--- config.mk ---
export PLATFORM = sky130hd
export DESIGN_NAME = hci_core_merge
export DESIGN_NICKNAME = d
export VERILOG_FILES = /design/src/rtl/hci_core_merge_pkg.sv /design/src/rtl/hci_core_merge_slot.sv /design/src/rtl/hci_core_merge.sv
export SDC_FILE = /design/constraint.sdc
export NUM_CORES = 1
export LEC_CHECK = 0
export CAP_MARGIN = 30
export CORE_AREA = 2 2 158 160
export DETAILED_ROUTE_END_ITERATION = 8
export DIE_AREA = 0 0 160 162
export GPL_ROUTABILITY_DRIVEN = 0
export GPL_TIMING_DRIVEN = 0
export PLACE_DENSITY = 0.66
export SYNTH_ARGS = -nofsm -noshare
export SYNTH_HDL_FRONTEND = slang
export SYNTH_SLANG_ARGS = --single-unit
--- constraint.sdc ---
create_clock -name clk_i -period 2.8 [get_ports clk_i]
set_input_delay 0.28 -clock clk_i [delete_from_list [all_inputs] [get_ports clk_i]]
set_output_delay 0.28 -clock clk_i [all_outputs]
set_load 0.01 [all_outputs]
--- src/rtl/hci_core_merge_pkg.sv ---
// Shared types for the HCI width-merging join.
// State encoding and fixed side-band widths.
package hci_core_merge_pkg;

   typedef enum logic [1:0] {
      COLLECT,
      ISSUE,
      WAIT_RSP
   } hci_merge_state_t;

   localparam int unsigned BOFFS_W = 16;

endpackage

--- src/rtl/hci_core_merge_slot.sv ---
// One narrow-channel holding slot: payload plus full flag.
// Capture wins over release; reset and clear empty it.
module hci_core_merge_slot
   import hci_core_merge_pkg::*;
#(
   parameter int unsigned AW = 32,
   parameter int unsigned DW = 32
) (
   input  logic            clk_i,
   input  logic            rst_ni,
   input  logic            clear_i,
   input  logic            capture_i,
   input  logic            release_i,
   input  logic [AW-1:0]   add_i,
   input  logic            wen_i,
   input  logic [DW/8-1:0] be_i,
   input  logic [DW-1:0]   data_i,
   output logic            full_o,
   output logic [AW-1:0]   add_o,
   output logic            wen_o,
   output logic [DW/8-1:0] be_o,
   output logic [DW-1:0]   data_o
);

   // payload and occupancy register
   always_ff @(posedge clk_i or negedge rst_ni) begin
      if (!rst_ni) begin
         full_o <= 1'b0;
         add_o  <= '0;
         wen_o  <= 1'b0;
         be_o   <= '0;
         data_o <= '0;
      end else if (clear_i) begin
         full_o <= 1'b0;
         add_o  <= '0;
         wen_o  <= 1'b0;
         be_o   <= '0;
         data_o <= '0;
      end else if (capture_i) begin
         full_o <= 1'b1;
         add_o  <= add_i;
         wen_o  <= wen_i;
         be_o   <= be_i;
         data_o <= data_i;
      end else if (release_i) begin
         full_o <= 1'b0;
      end
   end

endmodule

--- src/rtl/hci_core_merge.sv ---
// Gathers NB_IN_CHAN narrow HCI requests into one wide
// request and fans the wide response back out.
module hci_core_merge
   import hci_core_merge_pkg::*;
#(
   parameter int unsigned DW         = 64,
   parameter int unsigned NB_IN_CHAN = 2,
   parameter int unsigned AW         = 32,
   parameter int unsigned UW         = 1
) (
   input  logic                     clk_i,
   input  logic                     rst_ni,
   input  logic                     clear_i,
   input  logic [NB_IN_CHAN-1:0]    tcdm_slave_req,
   output logic [NB_IN_CHAN-1:0]    tcdm_slave_gnt,
   input  logic [NB_IN_CHAN*AW-1:0] tcdm_slave_add,
   input  logic [NB_IN_CHAN-1:0]    tcdm_slave_wen,
   input  logic [DW/8-1:0]          tcdm_slave_be,
   input  logic [DW-1:0]            tcdm_slave_data,
   output logic [DW-1:0]            tcdm_slave_r_data,
   output logic [NB_IN_CHAN-1:0]    tcdm_slave_r_valid,
   output logic [NB_IN_CHAN-1:0]    tcdm_slave_r_opc,
   output logic [NB_IN_CHAN*UW-1:0] tcdm_slave_r_user,
   input  logic [NB_IN_CHAN-1:0]    tcdm_slave_lrdy,
   output logic                     tcdm_master_req,
   input  logic                     tcdm_master_gnt,
   output logic [AW-1:0]            tcdm_master_add,
   output logic                     tcdm_master_wen,
   output logic [DW/8-1:0]          tcdm_master_be,
   output logic [DW-1:0]            tcdm_master_data,
   output logic [BOFFS_W-1:0]       tcdm_master_boffs,
   output logic [UW-1:0]            tcdm_master_user,
   input  logic [DW-1:0]            tcdm_master_r_data,
   input  logic                     tcdm_master_r_valid,
   input  logic                     tcdm_master_r_opc,
   output logic                     tcdm_master_lrdy,
   output logic                     err_o
);

   localparam int unsigned DW_IN = DW / NB_IN_CHAN;
   localparam int unsigned BW_IN = DW_IN / 8;

   hci_merge_state_t state_q, state_d;

   logic [NB_IN_CHAN-1:0] full;
   logic [AW-1:0]         slot_add [NB_IN_CHAN];
   logic [NB_IN_CHAN-1:0] slot_wen;
   logic [DW/8-1:0]       slot_be;
   logic [DW-1:0]         slot_data;
   logic                  all_full_nxt;
   logic                  issue;
   logic                  rsp_en;
   logic                  release_w;
   logic                  mismatch;

   assign tcdm_slave_gnt = tcdm_slave_req & ~full;
   assign all_full_nxt   = &(full | tcdm_slave_gnt);
   assign release_w      = issue & tcdm_master_gnt;

   for (genvar g = 0; g < NB_IN_CHAN; g++) begin : g_slot
      hci_core_merge_slot #(
         .AW (AW),
         .DW (DW_IN)
      ) i_slot (
         .clk_i     (clk_i),
         .rst_ni    (rst_ni),
         .clear_i   (clear_i),
         .capture_i (tcdm_slave_gnt[g]),
         .release_i (release_w),
         .add_i     (tcdm_slave_add[g*AW +: AW]),
         .wen_i     (tcdm_slave_wen[g]),
         .be_i      (tcdm_slave_be[g*BW_IN +: BW_IN]),
         .data_i    (tcdm_slave_data[g*DW_IN +: DW_IN]),
         .full_o    (full[g]),
         .add_o     (slot_add[g]),
         .wen_o     (slot_wen[g]),
         .be_o      (slot_be[g*BW_IN +: BW_IN]),
         .data_o    (slot_data[g*DW_IN +: DW_IN])
      );
   end

   // state register
   always_ff @(posedge clk_i or negedge rst_ni) begin
      if (!rst_ni)      state_q <= COLLECT;
      else if (clear_i) state_q <= COLLECT;
      else              state_q <= state_d;
   end

   // next state: COLLECT looks ahead at this cycle's grants
   always_comb begin
      state_d = state_q;
      unique case (state_q)
         COLLECT:  if (all_full_nxt) state_d = ISSUE;
         ISSUE:    if (tcdm_master_gnt) state_d = WAIT_RSP;
         WAIT_RSP: if (tcdm_master_r_valid)
                      state_d = (&full) ? ISSUE : COLLECT;
         default:  state_d = COLLECT;
      endcase
   end

   // state decode
   always_comb begin
      issue  = 1'b0;
      rsp_en = 1'b0;
      unique case (1'b1)
         (state_q == ISSUE):    issue  = 1'b1;
         (state_q == WAIT_RSP): rsp_en = 1'b1;
         default: ;
      endcase
   end

   // lane address/wen consistency against channel 0
   always_comb begin
      mismatch = 1'b0;
      for (int unsigned i = 1; i < NB_IN_CHAN; i++) begin
         if (slot_add[i] != slot_add[0] + AW'(i * BW_IN))
            mismatch = 1'b1;
         if (slot_wen[i] != slot_wen[0])
            mismatch = 1'b1;
      end
   end

   // sticky error flag
   always_ff @(posedge clk_i or negedge rst_ni) begin
      if (!rst_ni)                   err_o <= 1'b0;
      else if (clear_i)              err_o <= 1'b0;
      else if (release_w & mismatch) err_o <= 1'b1;
   end

   assign tcdm_master_req   = issue;
   assign tcdm_master_add   = slot_add[0];
   assign tcdm_master_wen   = slot_wen[0];
   assign tcdm_master_be    = slot_be;
   assign tcdm_master_data  = slot_data;
   assign tcdm_master_boffs = '0;
   assign tcdm_master_user  = '0;
   assign tcdm_master_lrdy  = &tcdm_slave_lrdy;

   assign tcdm_slave_r_valid =
      {NB_IN_CHAN{rsp_en & tcdm_master_r_valid}};
   assign tcdm_slave_r_data  = tcdm_master_r_data;
   assign tcdm_slave_r_opc   = {NB_IN_CHAN{tcdm_master_r_opc}};
   assign tcdm_slave_r_user  = '0;

endmodule

# --- Word level (Yosys, flattened, before mapping) ---
# Cells that the tools add are included.
word_totals:
  ff_bits: 143
  inputBits: 212
  output_inout_bits: 197
  word_cells: 69
classes:
  n_addsub: 1
  eq_ne: 7
  mux: 33
  n_bitwise: 6
  reduce_logical: 10
ops:
  columns: ["cell", "n"]
  rows:
  - ["two-way mux 32 bit", 8]
  - ["adder 32 x 3 -> 32 bit, second input constant", 1]
  - ["inequality test 32 bit", 1]
  - ["two-way mux 1 bit", 16]
  - ["two-way mux 4 bit", 4]
  - ["inequality test 3 bit, second input constant", 3]
  - ["two-way mux 2 bit", 4]
  - ["case mux 2 bit (3 select lines)", 1]
  - ["AND reduction 2 bit", 3]
  - ["nonzero test 2 bit", 3]
  - ["nonzero test 3 bit", 2]
  - ["bitwise AND 1 bit", 3]
  - ["AND reduction 3 bit", 1]
  - ["bitwise AND 2 bit", 1]
  - ["equality test 2 x 1 -> 1 bit, second input constant", 1]
  - ["equality test 2 bit, second input constant", 1]
  - ["zero test 2 bit", 1]
  - ["inverter 2 bit", 1]
  - ["OR 2 bit", 1]
  - ["inequality test 1 bit", 1]

# --- Longest topological paths before layout ---
logic_depth:
  depth_word: 7
  depth_mapped: 9
  ltp_nobuf: 9

# --- Hierarchy ---
# From an unflattened synthesis, not the netlist that was laid out.
hier_totals:
  cells_unflattened: 712
  area_unflattened_um2: 7613.6
modules_own_cells:
  columns: ["mod", "instances", "cells_each", "area_each_um2", "seq_area_each_um2"]
  rows:
  - ["hci_core_merge_slot", 2, 227, 2865.2, 1751.7]
  - ["hci_core_merge", 1, 258, 1883.1, 75.1]

# --- Worst setup path after synthesis ---
# Ideal clock, no wire load.
synth_path:
  path_kind: "reg-to-reg"
  startpoint: "reg g_slot[0].i_slot.add_o[13]"
  endpoint: "reg err_o"
  setup_time_ns: 0.131
  arrival_ns: 2.428
  required_time_ns: 2.669
  path_slack_ns: 0.241
  stages_incl_launch_ff: 10
  path_buffers: 1
  synth_period_minus_slack_ns: 2.559
  path_cell_list: "dfrtp_1 buf_2 nand4_2 or4_4 or4b_4 or3_1 nand3_1 o21ai_1 o22ai_1 a31oi_1"
synth_via:
  elab_chain_len: 6
synth_rtl:
  columns: ["element", "line_no", "text"]
  rows:
  - ["start, declared", "hci_core_merge_slot.sv:19", "output logic [AW-1:0] add_o,"]
  - ["start signal, assigned", "hci_core_merge_slot.sv:41", "add_o <= add_i;"]
  - ["adder 32 x 3 -> 32 bit", "hci_core_merge.sv:116", "if (slot_add[i] != slot_add[0] + AW'(i * BW_IN))"]
  - ["inequality test 32 bit", "hci_core_merge.sv:116", null]
  - ["two-way mux 1 bit", "hci_core_merge.sv:116", null]
  - ["two-way mux 1 bit", "hci_core_merge.sv:118", "if (slot_wen[i] != slot_wen[0])"]
  - ["bitwise AND 1 bit", "hci_core_merge.sv:127", "else if (release_w & mismatch) err_o <= 1'b1;"]
  - ["nonzero test 2 bit (no source line)", null, null]
  - ["end signal, assigned", "hci_core_merge.sv:125", "if (!rst_ni) err_o <= 1'b0;"]
  - ["end signal, assigned", "hci_core_merge.sv:126", "else if (clear_i) err_o <= 1'b0;"]
  - ["end signal, assigned", "hci_core_merge.sv:127", null]
  - ["end, declared", "hci_core_merge.sv:37", "output logic err_o"]
# No other way between the ends.
# A chain may end at the register's enable or synchronous reset.

# --- Worst setup path in the final report ---
# Same ends and word-level chain as after synthesis.

==> flow_metrics.py <==
metrics = {
    "layout": {
        "stdcell_count": 1576,
        "final_util_pct": 49.6,
        "nets": 1452,
        "mostFrequentLayoutCell": "clkdlybuf4s50_1",
        "syn_to_final_growth_pct": 63.0,
        "drive_gt1_share_pct": 13.6,
        "final_cell_mix": "322 x clkdlybuf4s50_1, 288 x nand2_1, 144 x a21oi_1, 136 x dfrtp_1, 103 x buf_4",
        "antenna_cells": 0,
        "finalInstanceArea_mm2": 0.0120,
    },
    "timing": {
        "slew_viol_final": 0,
        "finClkSkew_ns": 0.0173,
        "fin_crit_sh_pct": 95.2,
        "fmax_mhz": 375,
        "setup_tns_ns": 0,
        "hold_violations": 0,
        "hold_ws_ns": 0.391,
        "fin_ws_ns": 0.134,
        "rsz0062_at_grt": "true",
        "tightest_slew_ns": 0.718,
        "relSlewSlack_pct": 52.1,
        "post-route-min-period_ns": 2.67,
        "finalSetupViolCount": 0,
    },
    "die": {
        "initial_core_util_pct": 30.4,
        "rows": 57,
        "die_x_um": 160,
        "die_y_um": 162,
        "ios": 409,
        "coreArea_mm2": 0.0241,
        "die_area_mm2": 0.0259,
    },
    "drt": {
        "wl_per_cell_um": 16.0,
        "wl_mm": 25.2,
        "via_per_inst": 4.56,
        "drt_iter0_drc": 320,
        "drc": 0,
        "vias": 7191,
        "postRouteAntennaNets": 0,
        "first_pass_iters": 4,
    },
    "yosys": {
        "yosys_warnings": 0,
        "ys_seq_area_share_pct": 48.8,
        "synth-async-reset-ratio_pct": 100,
        "avgSynthCellArea_um2": 8.47,
        "syn_area_mm2": 0.00734,
        "synth_ff_type": "dfrtp_1",
        "ys_ff_latch": 143,
        "syn_inst": 866,
        "synth_edf_count": 0,
        "ys_types": 55,
    },
    "placement": {
        "dp.cells": 1532,
        "place_hpwl_mm": 18.9,
        "dp_slack_ns": -0.183,
        "port-buffer-count": 323,
        "place_area_mm2": 0.0111,
    },
    "setup_path": {
        "crit_path_start_kind": "flip-flop",
        "crit_arrival_ns": 2.95,
        "end_kind": "flip-flop",
        "critPathMaxFanout": 8,
        "crit_type": "flip-flop to flip-flop",
        "required_ns": 3.08,
    },
    "clocking": {
        "htreeDepth": 4,
        "cts_tree": "yes",
        "numCtsBuffers": 17,
        "path_clk_slew_ns": 0.07,
        "cts_sinks": 143,
        "insertion_delay_ns": 0.42,
        "clockBufferDepth": 2,
        "cts_root_buf": "clkbuf_16",
    },
    "grt": {
        "grt_util_all_layers_pct": 19.1,
        "grt_pass1_vias": 7168,
        "gr-total-overflow": 0,
        "grt_pass1_wl_mm": 39.0,
        "antenna_found_initial": 1,
        "grt_max_degree": 76,
    },
    "pwr": {
        "leakage_nw": 5.04,
        "peakVddDrop_mv": 0.322,
        "finalPower_mw": 5.99,
        "p_per_area_mw_per_mm2": 501,
    },
    "flow_run": {
        "maxCapViolations": 0,
    },
    "outcome": {
        "status": "completed",
    },
    "hold_path": {
        "hold_path.class": "input port to flip-flop",
    },
}
-- registers in the layout, summed over array words and instances (netlist names) --
signal	count
err_o	1
g_slot.i_slot.add_o	64
g_slot.i_slot.be_o	8
g_slot.i_slot.data_o	64
g_slot.i_slot.full_o	2
g_slot.i_slot.wen_o	2
state_q	2
-- repair_timing --
item                       4_1_cts  5_1_grt
buffers inserted                 0       15
pin swaps                        0        6
setup endpoints to repair        3        3
hold endpoints to repair        68        0
hold buffers                     1        0
resized for setup                7       26
-- worst paths after layout --
check | startpoint | to | slack [ns] | depth (start not counted)
min in group asynchronous | rst_ni | g_slot[0].i_slot.add_o[13] | 0.44 | 2
hold / removal | tcdm_slave_data[18] | g_slot[0].i_slot.data_o[18] | 0.39 | 3
setup / recovery | g_slot[0].i_slot.add_o[13] | err_o | 0.13 | 9
setup reg to reg | g_slot[0].i_slot.add_o[13] | err_o | 0.13 | 9
hold reg to reg | g_slot[1].i_slot.data_o[10] | g_slot[1].i_slot.data_o[10] | 0.52 | 2
max in group asynchronous | rst_ni | g_slot[0].i_slot.data_o[23] | 1.55 | 3
-- kinds of logic after synthesis --
group,after synthesis,share of synthesized area (%)
adders and majority gates,1,0.170
DFF,143,48.8
AOI/OAI and AO/OA,173,12.7
buffers and inverters,142,11.8
and+or+nand+nor,363,21.3
other,1,0.0511
muxes,2,0.290
xor gates and xnor gates,41,4.89
-- layout make-up --
type / count / area (µm²)
well taps: 324 / 405
repair buffers: 340 / 3380
inverters: 5 / 20.0
clock inverters: 14 / 204
fillers: 2330 / 12100
clock buffers: 18 / 439
multi-input cells: 599 / 3080
flip-flops and latches: 143 / 3590
plain buffers: 133 / 838
-- synthesized netlist by cell type (2+ instances only) --
library cell / count / share of area (%)
nand2b_1: 3 / 0.26
nor2b_1: 4 / 0.34
and2_1: 2 / 0.17
a22oi_1: 2 / 0.20
inv_2: 2 / 0.10
a31oi_1: 5 / 0.43
or3_1: 3 / 0.26
buf_4: 88 / 9.0
o221ai_1: 2 / 0.24
xor2_1: 16 / 1.9
nor3_1: 5 / 0.34
nand4_1: 6 / 0.51
nor4_1: 5 / 0.43
nand3_1: 9 / 0.61
inv_1: 3 / 0.15
o211ai_1: 2 / 0.20
nand4_2: 3 / 0.51
o21ai_0: 3 / 0.20
nor3b_1: 2 / 0.20
nor2_1: 16 / 0.82
a21oi_1: 145 / 9.9
or4_1: 3 / 0.31
a211oi_1: 2 / 0.20
o22ai_1: 2 / 0.17
clkbuf_1: 43 / 2.2
dfrtp_1: 143 / 49
nand2_1: 289 / 15
nand4b_1: 3 / 0.36
xnor2_1: 25 / 3.0
buf_2: 2 / 0.14
buf_1: 4 / 0.20
-- critical path: stages (launching register included) --
cell	delay, ns
dfrtp_1	0.36
buf_6	0.15
nand4_4	0.14
or4_4	0.60
or4b_4	0.54
or3_1	0.32
nand3_1	0.09
o21ai_1	0.07
o22ai_1	0.16
a31oi_1	0.10
-- power breakdown --
part	leakage [nW]	switching (mW)	internal, mW
combinational	2.82	0.530	0.656
clock	0.304	0.978	1.53
sequential	1.92	0.114	2.18
-- routing by layer --
| metal | vias to the layer above | global-route usage [%] | wire [µm] |
|---|---|---|---|
| li1 | 3506 | - | - |
| met1 | 3386 | 22.6 | 10200 |
| met2 | 264 | 33.4 | 12600 |
| met3 | 33 | 6.03 | 1830 |
| met4 | 2 | 5.77 | 515 |
| met5 | - | 0 | 16 |
Power figures use the tool's default switching activity.
